### src/rtl/fetch_prefetch_unit.sv
// Instruction fetch front end with a small prefetch queue.
// Issues one instruction-memory read at a time, queues the returned words
// together with their addresses, and flushes and refetches on a redirect.
module fetch_prefetch_unit #(
  parameter int              XLEN     = 32,
  parameter int              DEPTH    = 4,
  parameter logic [XLEN-1:0] RESET_PC = '0
) (
  input  logic            clk,
  input  logic            rst,
  input  logic            stall,
  input  logic            redirect_valid,
  input  logic [XLEN-1:0] redirect_pc,
  output logic            request,
  output logic            we_re,
  output logic [3:0]      mask,
  output logic [XLEN-1:0] address_out,
  input  logic            imem_valid,
  input  logic [31:0]     instruction_fetch,
  output logic            out_valid,
  input  logic            out_ready,
  output logic [31:0]     instruction,
  output logic [XLEN-1:0] pc_out
);

  localparam int            AW       = $clog2(DEPTH);
  localparam logic [AW:0]   FULL_CNT = (AW + 1)'(DEPTH);

  typedef enum logic [1:0] {
    IDLE = 2'd0,
    WAIT = 2'd1,
    DROP = 2'd2
  } state_t;

  state_t          r_state;
  state_t          w_state_next;
  logic [XLEN-1:0] r_fetch_pc;
  logic [XLEN-1:0] r_req_pc;
  logic [AW-1:0]   r_wptr;
  logic [AW-1:0]   r_rptr;
  logic [AW:0]     r_count;
  logic [31:0]     r_q_instr [DEPTH];
  logic [XLEN-1:0] r_q_pc    [DEPTH];

  logic w_request;
  logic w_push;
  logic w_pop;
  logic w_out_valid;

  // A new fetch needs an idle port and a free slot for its response; the
  // count check counts the slot the outstanding response will occupy, so the
  // queue can never overflow.
  assign w_request   = (r_state == IDLE) && !stall && !redirect_valid &&
                       (r_count < FULL_CNT) && !rst;
  // Responses that arrive with a redirect are stale and never enter the queue.
  assign w_push      = (r_state == WAIT) && imem_valid && !redirect_valid;
  assign w_out_valid = (r_count != '0) && !rst;
  // A pop coinciding with a redirect is swallowed by the flush.
  assign w_pop       = w_out_valid && out_ready && !redirect_valid;

  assign request     = w_request;
  assign we_re       = 1'b0;
  assign mask        = 4'b1111;
  assign address_out = r_fetch_pc;
  assign out_valid   = w_out_valid;
  assign instruction = r_q_instr[r_rptr];
  assign pc_out      = r_q_pc[r_rptr];

  // Next-state logic for the single-outstanding-request tracker.
  always_comb begin
    w_state_next = r_state;
    unique case (r_state)
      IDLE: begin
        if (w_request) w_state_next = WAIT;
      end
      WAIT: begin
        if (redirect_valid) w_state_next = imem_valid ? IDLE : DROP;
        else if (imem_valid) w_state_next = IDLE;
      end
      DROP: begin
        // The in-flight response belongs to the old path; swallow it.
        if (imem_valid) w_state_next = IDLE;
      end
      default: w_state_next = IDLE;
    endcase
  end

  // State register; reset abandons any outstanding response outright.
  always_ff @(posedge clk) begin
    if (rst) r_state <= IDLE;
    else     r_state <= w_state_next;
  end

  // Fetch address: redirect wins, otherwise advance by one word per request.
  always_ff @(posedge clk) begin
    if (rst) begin
      r_fetch_pc <= RESET_PC;
      r_req_pc   <= RESET_PC;
    end else if (redirect_valid) begin
      r_fetch_pc <= redirect_pc;
    end else if (w_request) begin
      r_req_pc   <= r_fetch_pc;
      r_fetch_pc <= r_fetch_pc + XLEN'(4);
    end
  end

  // Queue bookkeeping: a redirect empties the queue ahead of push and pop.
  always_ff @(posedge clk) begin
    if (rst || redirect_valid) begin
      r_wptr  <= '0;
      r_rptr  <= '0;
      r_count <= '0;
    end else begin
      if (w_push) r_wptr <= r_wptr + 1'b1;
      if (w_pop)  r_rptr <= r_rptr + 1'b1;
      case ({w_push, w_pop})
        2'b10:   r_count <= r_count + 1'b1;
        2'b01:   r_count <= r_count - 1'b1;
        default: r_count <= r_count;
      endcase
    end
  end

  // Queue storage; contents need no reset because the count guards them.
  always_ff @(posedge clk) begin
    if (w_push) begin
      r_q_instr[r_wptr] <= instruction_fetch;
      r_q_pc[r_wptr]    <= r_req_pc;
    end
  end

endmodule

### config.mk
export PLATFORM = sky130hd
export DESIGN_NAME = fetch_prefetch_unit
export DESIGN_NICKNAME = d
export VERILOG_FILES = /design/src/rtl/fetch_prefetch_unit.sv
export SDC_FILE = /design/constraint.sdc
export NUM_CORES = 1
export LEC_CHECK = 0
export CAP_MARGIN = 5
export CORE_MARGIN = 5
export CORE_UTILIZATION = 50
export CTS_BUF_LIST = sky130_fd_sc_hd__clkbuf_16
export DETAILED_ROUTE_END_ITERATION = 10
export GPL_ROUTABILITY_DRIVEN = 0
export PLACE_DENSITY_LB_ADDON = 0.15
export SYNTH_ARGS = -nofsm -noshare
export SYNTH_HDL_FRONTEND = slang
export SYNTH_SLANG_ARGS = --single-unit
### constraint.sdc
create_clock -name clk -period 8.7 [get_ports clk]
set_input_delay 0.87 -clock clk [delete_from_list [all_inputs] [get_ports clk]]
set_output_delay 0.87 -clock clk [all_outputs]
set_load 0.1 [all_outputs]
==> impl_results.md, run 1 <==
* Mean routed wirelength per cell at 20.56 µm
* RSZ-0062 raised after global routing: false
* Fraction of the cycle the final worst path needs at between 50% and 60%
* EDFF count, synth at around 260
* Peak Freq at between 150 and 200 MHz
* Max H-tree Level at 2
* Leading cell type in the layout, fill and taps excluded: edfxtp_1
* Die area at 28,990 µm²
* Setup Fix Bufs, Post-CTS at 0
* Yosys cell types at between 40 and 50
* DR iter-0 viols at about 560
* Cells after Synth at 789
* Syn Area/Cell at 16.28 µm²
* CP peak stage delay at 1220 ps
* Cts bufs inserted at 35
* First-pass DRT Iterations at 6
* CP max-delay cell: clkdlybuf4s50_1
* Layout cell share with drive strength beyond 1 at between 10% and 20%
* Hold Crit Class: reg2reg
* Max-slew headroom at 29.33%
* Clk pin slew, worst setup/hold paths at 50 ps
* Setup violations, final at 0
* Clk_skew at between 20 and 25 ps
* CTS Buffer Depth at 3
* Top FF cell, synth: edfxtp_1
* Number of hold buffers added after cts at 0
* Filler cell count at between 1,500 and 2,000
* Crit path kind: in2out
* Die Wd at about 170 µm
* I/O Buffers at ~170
* GRT Total Usage at 18.62%
* CP Launch Type: input port
* Final Max Slew Viols at 0
* Hold slack at 482.7 ps
* Worst-Skew Late Latency at 510 ps
* Critical path cell sequence: clkdlybuf4s50_1 -> buf_4 -> or3_1 -> or2_4 -> inv_1 -> buf_4 -> clkdlybuf4s50_1
* Final ANT Viol Nets at 0
* Via count at approximately 7,300
* Synth area leader: edfxtp_1
* Vias per cell at between 5 and 6
* Multi-input logic area at 3383 µm²
* Number of I/O pins at 173
* LEAKAGE at 4.984 nW
* Fin Setup TNS at 0 ps
* Register area at a little over 9000 µm²
* Status: finished, final reports clean
* Top cells by area, synth: edfxtp_1 60%, dfxtp_1 12%, mux4_2 11%, nand2_1 2.7%, a21oi_1 1.5%
* Pin count of the biggest net entering global routing at 70
* Hold Fails Final Rpt at 0
* Initial antenna violation count at 1
* Core area at 25,250 µm²
* Post-synth top area share at 59.85%
* CTS Root Cell: clkbuf_16
* Number of max-cap violations at 0
* Synth Cell Area at roughly 13,000 µm²
* Arrival time worst endpoint at ~4300 ps
* Critical Path RT at 7830 ps
* Post-layout min period at 5118 ps
* Post-CTS sizing at 0
* # DRC at 0
* Total Routed Length at 26,830 µm
* Peak VDD IR at 0.1548 mV
* First-pass GRT wire length at 41,980 µm
* Synth Warn # at 0
* Most frequent cells in the layout: 256 x edfxtp_1, 166 x clkdlybuf4s50_1, 93 x nand2_1
* Final Util at between 60 and 70%
* Vias in the first global route at 7,410
* Ys async rst share at 0%
* Die Y-Extent at approximately 170 µm
* Cell Rows at 58
* CTS tree: built
* Post-DP HPWL at 16,090 µm
* Area grow syn2layout at 23.35%
* Register area share after synthesis at 71.54%
* Number of synthesized register bits at 331
* Clock sinks at 331
* Grt ovf at 0
* Critical path capture point type: output port
* Initial core utilization at 50.86%
* Nets@finish at 1,027
* Worst Tran Pin Value at 1057 ps
* Critical path fanouts, max at 50
* Cell Pwr Density at ~210 nW/µm²
## registers in the layout, indices dropped and copies added (netlist names), named ones only
register / count
address_out: 32
r_count: 3
r_q_instr: 128
r_q_pc: 128
r_req_pc: 32
r_rptr: 2
r_state: 2
r_wptr: 2
## per-stage QoR
stage	cells	area, µm²	worst slack [ps]	power (mW)
after global routing	1305	15840	3436	3.461
after global placement	1243	14760	3604	1.986
after floorplan	792	12850	5119	1.907
after CTS	1304	15840	3586	3.376
after detailed placement	1243	14760	3594	1.987
final	1305	15840	3582	3.342
## cell usage after synthesis, drive strengths merged (2+ instances only)
library cell  instances
o311ai                6
nor2b                 2
a2111oi               3
or2                   3
or4b                  3
mux4                 64
nor3                  5
and3                  4
o21ai                 3
nand2                93
or4                  12
a31oi                10
ha                    6
o211ai                8
and4                  7
o211a                 2
xnor2                 3
inv                  14
mux2i                 3
a21oi                39
nor4                  7
clkbuf               34
dfxtp                75
edfxtp              256
nor2                 25
nand4                11
xor2                  8
a211oi                7
conb                  2
a311oi                6
a21o                  2
buf                  18
nand3                15
or3                   8
o31ai                 6
and2                  9
o31a                  5
## cell families (layout without fill, tap and decap cells)
logic type	count (synthesis)	after routing	synth area share, %
DFF	331	331	71.54
and+or+nand+nor	206	206	8.037
AOI/OAI and AO/OA	98	98	5.046
muxes	68	68	11.54
buffers and inverters	66	248	2.280
xor gates and xnor gates	11	11	0.7502
adders and majority gates	7	7	0.7404
other	2	6	0.05847
## worst paths after layout
path                                                  to  slack [ps]                   startpoint  depth (start not counted)
worst max-delay path                             request        3580               redirect_valid                          7
worst min-delay path            r_req_pc[1]$_SDFFE_PP0P_         480  address_out[1]$_SDFFE_PP0P_                          2
worst max register to register   r_q_pc[1][14]$_DFFE_PP_        6200      r_state[0]$_SDFFE_PP0P_                          4
worst min register to register  r_req_pc[1]$_SDFFE_PP0P_         480  address_out[1]$_SDFFE_PP0P_                          2
## routing by layer
layer	routed length (µm)	global-route usage (%)	up-vias
li1	-	-	3419
met1	11300	25.42	3668
met2	13520	30.93	207
met3	1482	3.438	37
met4	525	5.486	0
met5	0	0	-
## layout make-up
cell class                 instances  share of cell area, %
inverter                          14                 0.3317
timing repair buffer             173                  10.80
antenna                            1                0.01580
clock buffer                      37                  5.844
multi-input combinational        395                  21.36
clock inverter                    24                 0.9951
sequential                       331                  58.05
tap                              330                  2.606
## power by group
group          leakage [nW]  switching (mW)  internal [mW]
Combinational          1.55           0.154         0.0665
Clock                 0.558           0.563          0.825
Sequential             2.88          0.0234           1.71
## critical path: cells and delay by family
family | cells | cell delay [ps]
buffers and inverters | 5 | 2340
AND/OR/NAND/NOR | 2 | 1000
(Power assumes the default switching activity.)
==> inputs of run 2 (changes only) <==
==> constraint.sdc (replaced) <==
create_clock -name clk -period 5.3 [get_ports clk]
set_input_delay 0.53 -clock clk [delete_from_list [all_inputs] [get_ports clk]]
set_output_delay 0.53 -clock clk [all_outputs]
set_load 0.1 [all_outputs]
==> impl_results.md, run 2 (synthesis gave the netlist of run 1 again) <==
* Setup violations, final at 0 (unchanged)
* Hold Fails Final Rpt at 0 (unchanged)
* Number of I/O pins at 173 (unchanged)
* Vias per cell at 5.617 (was 5.618)
* Final ANT Viol Nets at 0 (unchanged)
* Die area at 28,990 µm² (unchanged)
* R2R Setup Slk at 2650 ps (was 6200 ps)
* RSZ-0062 raised after global routing: false (unchanged)
* Cell Pwr Density at 345.7 nW/µm² (was 210.9 nW/µm²)
* Post-layout min period at 3803 ps
* Hold slack at 483.7 ps (was 482.7 ps)
* Final Max Slew Viols at 0 (unchanged)
* GRT Total Usage at 18.49% (was 18.62%)
* Clock sinks at 331 (unchanged)
* Peak Freq at approximately 260 MHz
* Total Routed Length at 27,080 µm (was 26,830 µm)
* I/O Buffers at 167 (unchanged)
* Die Wd at 170.3 µm (unchanged)
* CTS Buffer Depth at 3 (unchanged)
* LEAKAGE at 5.000 nW (was 4.984 nW)
* Clk_skew at 13.58 ps (was 22.48 ps)
* Arrival time worst endpoint at 3270 ps (was 4250 ps)
* Worst Tran Pin Value at 1054 ps (was 1057 ps)
* Core area at 25,250 µm² (unchanged)
* Via count at 7,330 (was 7,331)
* Critical path fanouts, max at 34 (was 50)
* Number of hold buffers added after cts at 0 (unchanged)
* Most frequent cells in the layout: 256 x edfxtp_1, 165 x clkdlybuf4s50_1, 93 x nand2_1 (was 256 x edfxtp_1, 166 x clkdlybuf4s50_1, 93 x nand2_1)
* Critical path capture point type: output port (unchanged)
* Peak VDD IR at 0.1976 mV (was 0.1548 mV)
* Number of max-cap violations at 0 (unchanged)
* CTS Root Cell: clkbuf_16 (unchanged)
* # DRC at 0 (unchanged)
* Worst hold path depth at 2 (unchanged)
* Fraction of the cycle the final worst path needs at 71.75%
* Mean routed wirelength per cell at 20.75 µm (was 20.56 µm)
* Met3 usage at 3.531% (was 3.438%)
* CTS tree: built (unchanged)
* Clk pin slew, worst setup/hold paths at 50 ps (about the same)
* CP peak stage delay at 990 ps (was 1220 ps)
* Gr busiest metal: met2 (unchanged)
* Die Y-Extent at 170.3 µm (unchanged)
* Worst-Skew Late Latency at 500 ps (was 510 ps)
* Max-slew headroom at 29.48% (was 29.33%)
* Grt ovf at 0 (unchanged)
* DR iter-0 viols at 523 (was 556)
* Initial antenna violation count at 0 (was 1)
* CP Launch Type: flip-flop (was input port)
* Reg2Reg Depth at 6 (was 4)
* Final design area excluding fillers at 15,860 µm² (was 15,840 µm²)
* Met1 global-route usage at 25.09% (was 25.42%)
* Post-Place Cell Area at 14,770 µm² (was 14,760 µm²)
* Initial core utilization at 50.86% (unchanged)
* Pin count of the biggest net entering global routing at 69 (was 70)
* Critical Path RT at 4770 ps (was 7830 ps)
* Max H-tree Level at 2 (unchanged)
* Post-CTS sizing at 0 (unchanged)
* Leading cell type in the layout, fill and taps excluded: edfxtp_1 (unchanged)
* First-pass DRT Iterations at 5 (was 6)
* Fin Setup TNS at 0 ps (unchanged)
* Met2 Track Usage GR at 31.19% (was 30.93%)
* Layout cell share with drive strength beyond 1 at 13.13% (was 13.45%)
* Cell Rows at 58 (unchanged)
* Antenna cells at 0 (was 1)
* Biggest regs: r_q_instr (128), r_q_pc (128) (unchanged)
* Vias in the first global route at 7,286 (was 7,410)
* Area grow syn2layout at 23.45% (was 23.35%)
* Critical path cell sequence: buf_12 -> mux4_2 -> clkdlybuf4s50_1 (was clkdlybuf4s50_1 -> buf_4 -> or3_1 -> or2_4 -> inv_1 -> buf_4 -> clkdlybuf4s50_1)
* Crit path kind: reg2out (was in2out)
* Cts bufs inserted at 36 (was 35)
* Nets@finish at 1,027 (unchanged)
* Hold Crit Class: reg2reg (unchanged)
* CP max-delay cell: clkdlybuf4s50_1 (unchanged)
* Setup Fix Bufs, Post-CTS at 0 (unchanged)
* First-pass GRT wire length at 41,680 µm (was 41,980 µm)
* Post-DP HPWL at 16,320 µm (was 16,090 µm)
* Status: finished, final reports clean (unchanged)
## run 2: changes by cell type in the layout (fill, tap and decap cells not counted), sizes merged
cell | before | now
diode | 1 | 0
clkinv | 13 | 11
clkdlybuf4s50 | 166 | 165
inv | 22 | 26
## run 2: per-stage QoR
step                setup slack (ps)  utilization [%]  cells  power [mW]
global route                    1293            62.78   1305       5.675
finish                          1497            62.78   1305       5.481
global placement                1942            58.49   1242       3.261
floorplan                       2072                -    792       3.130
CTS                             1391            62.78   1305       5.538
detailed placement              1872            58.49   1242       3.264
## run 2: layer usage
metal | up-vias | routed length [µm]
met3 | 31 | 1629
met4 | 0 | 428
li1 | 3416 | -
met2 | 223 | 13630
met5 | - | 0
met1 | 3660 | 11390
## run 2: cell type report
type | instances | area, µm²
flip-flops and latches | 331 | 9196
inverters | 14 | 52.55
multi-input cells | 395 | 3383
well taps | 330 | 412.9
repair buffers | 172 | 1727
clock buffers | 37 | 925.9
fillers | 1833 | 9399
clock inverters | 26 | 157.7
## run 2: report_power, final
part / switching [mW] / total, mW / internal, mW
clock: 0.922 / 2.27 / 1.35
sequential: 0.0385 / 2.84 / 2.81
combinational: 0.253 / 0.363 / 0.110
## run 2: path summary, 6_finish.rpt
check | startpoint | endpoint
worst max register to register | r_state[1]$_SDFFE_PP0P_ | address_out[7]$_SDFFE_PP0P_
worst min-delay path | address_out[1]$_SDFFE_PP0P_ | r_req_pc[1]$_SDFFE_PP0P_
worst max-delay path | flip-flop | pc_out[15]
worst min register to register | address_out[1]$_SDFFE_PP0P_ | r_req_pc[1]$_SDFFE_PP0P_
## run 2: worst max-delay path: cells and delay by family (launching register included)
family	cells	cell delay, ps
flip-flops	1	820
buffers and inverters	2	1350
multiplexers	1	580
==> inputs of run 3 (changes only) <==
==> constraint.sdc (replaced) <==
create_clock -name clk -period 3.6 [get_ports clk]
set_input_delay 0.36 -clock clk [delete_from_list [all_inputs] [get_ports clk]]
set_output_delay 0.36 -clock clk [all_outputs]
set_load 0.1 [all_outputs]
==> impl_results.md, run 3 (synthesis gave the netlist of run 1 again) <==
* Status: finished, final reports clean (unchanged)
* Critical path fanouts, max at 17 (was 34)
* Hold Fails Final Rpt at 0 (unchanged)
* Nets@finish at 1,040 (was 1,027)
* CTS Root Cell: clkbuf_16 (unchanged)
* Post-CTS sizing at 0 (unchanged)
* Final Max Slew Viols at 0 (unchanged)
* Clk_skew at 17.91 ps (was 13.58 ps)
* Max H-tree Level at 2 (unchanged)
* Grt ovf at 0 (unchanged)
* Post-layout min period at 2836 ps
* Worst reg2reg path endpoint: r_req_pc[14]$_SDFFE_PP0P_ (was address_out[7]$_SDFFE_PP0P_)
* Final Util at 62.75% (was 62.78%)
* Number of max-cap violations at 0 (unchanged)
* Cell Pwr Density at 505.6 nW/µm² (was 345.7 nW/µm²)
* R2R Setup Slk at 1280 ps (was 2650 ps)
* RSZ-0062 raised after global routing: false (unchanged)
* Final design area excluding fillers at 15,850 µm² (was 15,860 µm²)
* Crit path capture: request (was pc_out[15])
* Cell Rows at 58 (unchanged)
* CP Launch Point: r_state[1]$_SDFFE_PP0P_
* Via count at 7,464 (was 7,330)
* Post-Place Cell Area at 14,780 µm² (was 14,770 µm²)
* Pin count of the biggest net entering global routing at 65 (was 69)
* First-pass GRT wire length at 42,350 µm (was 41,680 µm)
* Cts bufs inserted at 34 (was 36)
* Initial core utilization at 50.86% (unchanged)
* # placed instances at 1,257 (was 1,242)
* Most frequent cells in the layout: 256 x edfxtp_1, 100 x clkdlybuf4s50_1, 93 x nand2_1 (was 256 x edfxtp_1, 165 x clkdlybuf4s50_1, 93 x nand2_1)
* Vias in the first global route at 7,396 (was 7,286)
* Peak VDD IR at 0.2707 mV (was 0.1976 mV)
* Post-DP HPWL at 17,770 µm (was 16,320 µm)
* Leading cell type in the layout, fill and taps excluded: edfxtp_1 (unchanged)
* R2r startpoint: r_state[1]$_SDFFE_PP0P_ (unchanged)
* Core area at 25,250 µm² (unchanged)
* Arrival time worst endpoint at 2480 ps (was 3270 ps)
* Crit path kind: reg2out (unchanged)
* Die Y-Extent at 170.3 µm (unchanged)
* Number of hold buffers added after cts at 0 (unchanged)
* Max-slew headroom at 29.54% (was 29.48%)
* Pre-CTS WS at 884.5 ps (was 1872 ps)
* Worst Tran Pin Value at 1054 ps (about the same)
* Fin Setup TNS at 0 ps (unchanged)
* Number of I/O pins at 173 (unchanged)
* Mean routed wirelength per cell at 20.71 µm (was 20.75 µm)
* DR iter-0 viols at 449 (was 523)
* Fraction of the cycle the final worst path needs at 78.78%
* I/O Buffers at 167 (unchanged)
* Total power at 8.012 mW (was 5.481 mW)
* Total Routed Length at 27,310 µm (was 27,080 µm)
* Reg2Reg Depth at 6 (unchanged)
* Setup ws final at 764.0 ps (was 1497 ps)
* Layout cell share with drive strength beyond 1 at 21.13% (was 13.13%)
* CTS Buffer Depth at 3 (unchanged)
* CP Launch Type: flip-flop (unchanged)
* Peak Freq at 352.6 MHz
* Biggest regs: r_q_instr (128), r_q_pc (128) (unchanged)
* # DRC at 0 (unchanged)
* Vias per cell at 5.659 (was 5.617)
* GRT Total Usage at 18.78% (was 18.49%)
* Setup violations, final at 0 (unchanged)
* Antenna cells at 0 (unchanged)
* Hold slack at 283.7 ps (was 483.7 ps)
* Die area at 28,990 µm² (unchanged)
* Initial antenna violation count at 0 (unchanged)
* LEAKAGE at 5.143 nW (was 5.000 nW)
* Hold Crit Class: in2reg (was reg2reg)
* Critical path capture point type: output port (unchanged)
* First-pass DRT Iterations at 5 (unchanged)
* CTS tree: built (unchanged)
* Cell Count, Final, Fillers Out at 1,319 (was 1,305)
* Die Wd at 170.3 µm (unchanged)
* Setup Fix Bufs, Post-CTS at 0 (unchanged)
* Clock sinks at 331 (unchanged)
* Critical Path RT at 3240 ps (was 4770 ps)
* Area grow syn2layout at 23.38% (was 23.45%)
* Final ANT Viol Nets at 0 (unchanged)
* Clk pin slew, worst setup/hold paths at 60 ps (was 50 ps)
* Worst-Skew Late Latency at 510 ps (was 500 ps)
[run 3: worst min path at each step]
stage / to / slack [ps] / from / cells after the start
after floorplan: r_state[1]$_SDFFE_PP0P_ / 440 / imem_valid / 1
after global placement: r_req_pc[1]$_SDFFE_PP0P_ / 460 / address_out[1]$_SDFFE_PP0P_ / 2
after detailed placement: r_req_pc[1]$_SDFFE_PP0P_ / 470 / address_out[1]$_SDFFE_PP0P_ / 2
after CTS: address_out[1]$_SDFFE_PP0P_ / 260 / rst / 2
after global routing: r_req_pc[3]$_SDFFE_PP0P_ / 310 / rst / 2
final: address_out[1]$_SDFFE_PP0P_ / 280 / rst / 2
[run 3: routing by layer]
layer,GRT usage (%),wire length [µm],up-vias,part of all wire [%]
met2,31.31,13580,262,50
met5,0,0,-,0
li1,-,-,3446,-
met1,25.58,11400,3705,42
met4,5.590,663,0,2.4
met3,3.322,1670,51,6.1
[run 3: power by group]
| part | internal [mW] | switching (mW) | total [mW] |
|---|---|---|---|
| clock | 1.92 | 1.37 | 3.28 |
| sequential | 4.13 | 0.0560 | 4.19 |
| combinational | 0.164 | 0.377 | 0.541 |
[run 3: final cells by class]
type	instances	area [µm²]
clock inverter	25	136.4
tap	330	412.9
inverter	14	52.55
sequential	331	9196
clock buffer	37	925.9
timing repair buffer	187	1739
multi-input combinational	395	3383
fill	1863	9408
[run 3: worst max-delay path: stages (launching register included)]
cell and delay [ps]:
dfxtp_1 390, or3_1 540, or2_4 280, inv_1 490, buf_12 260
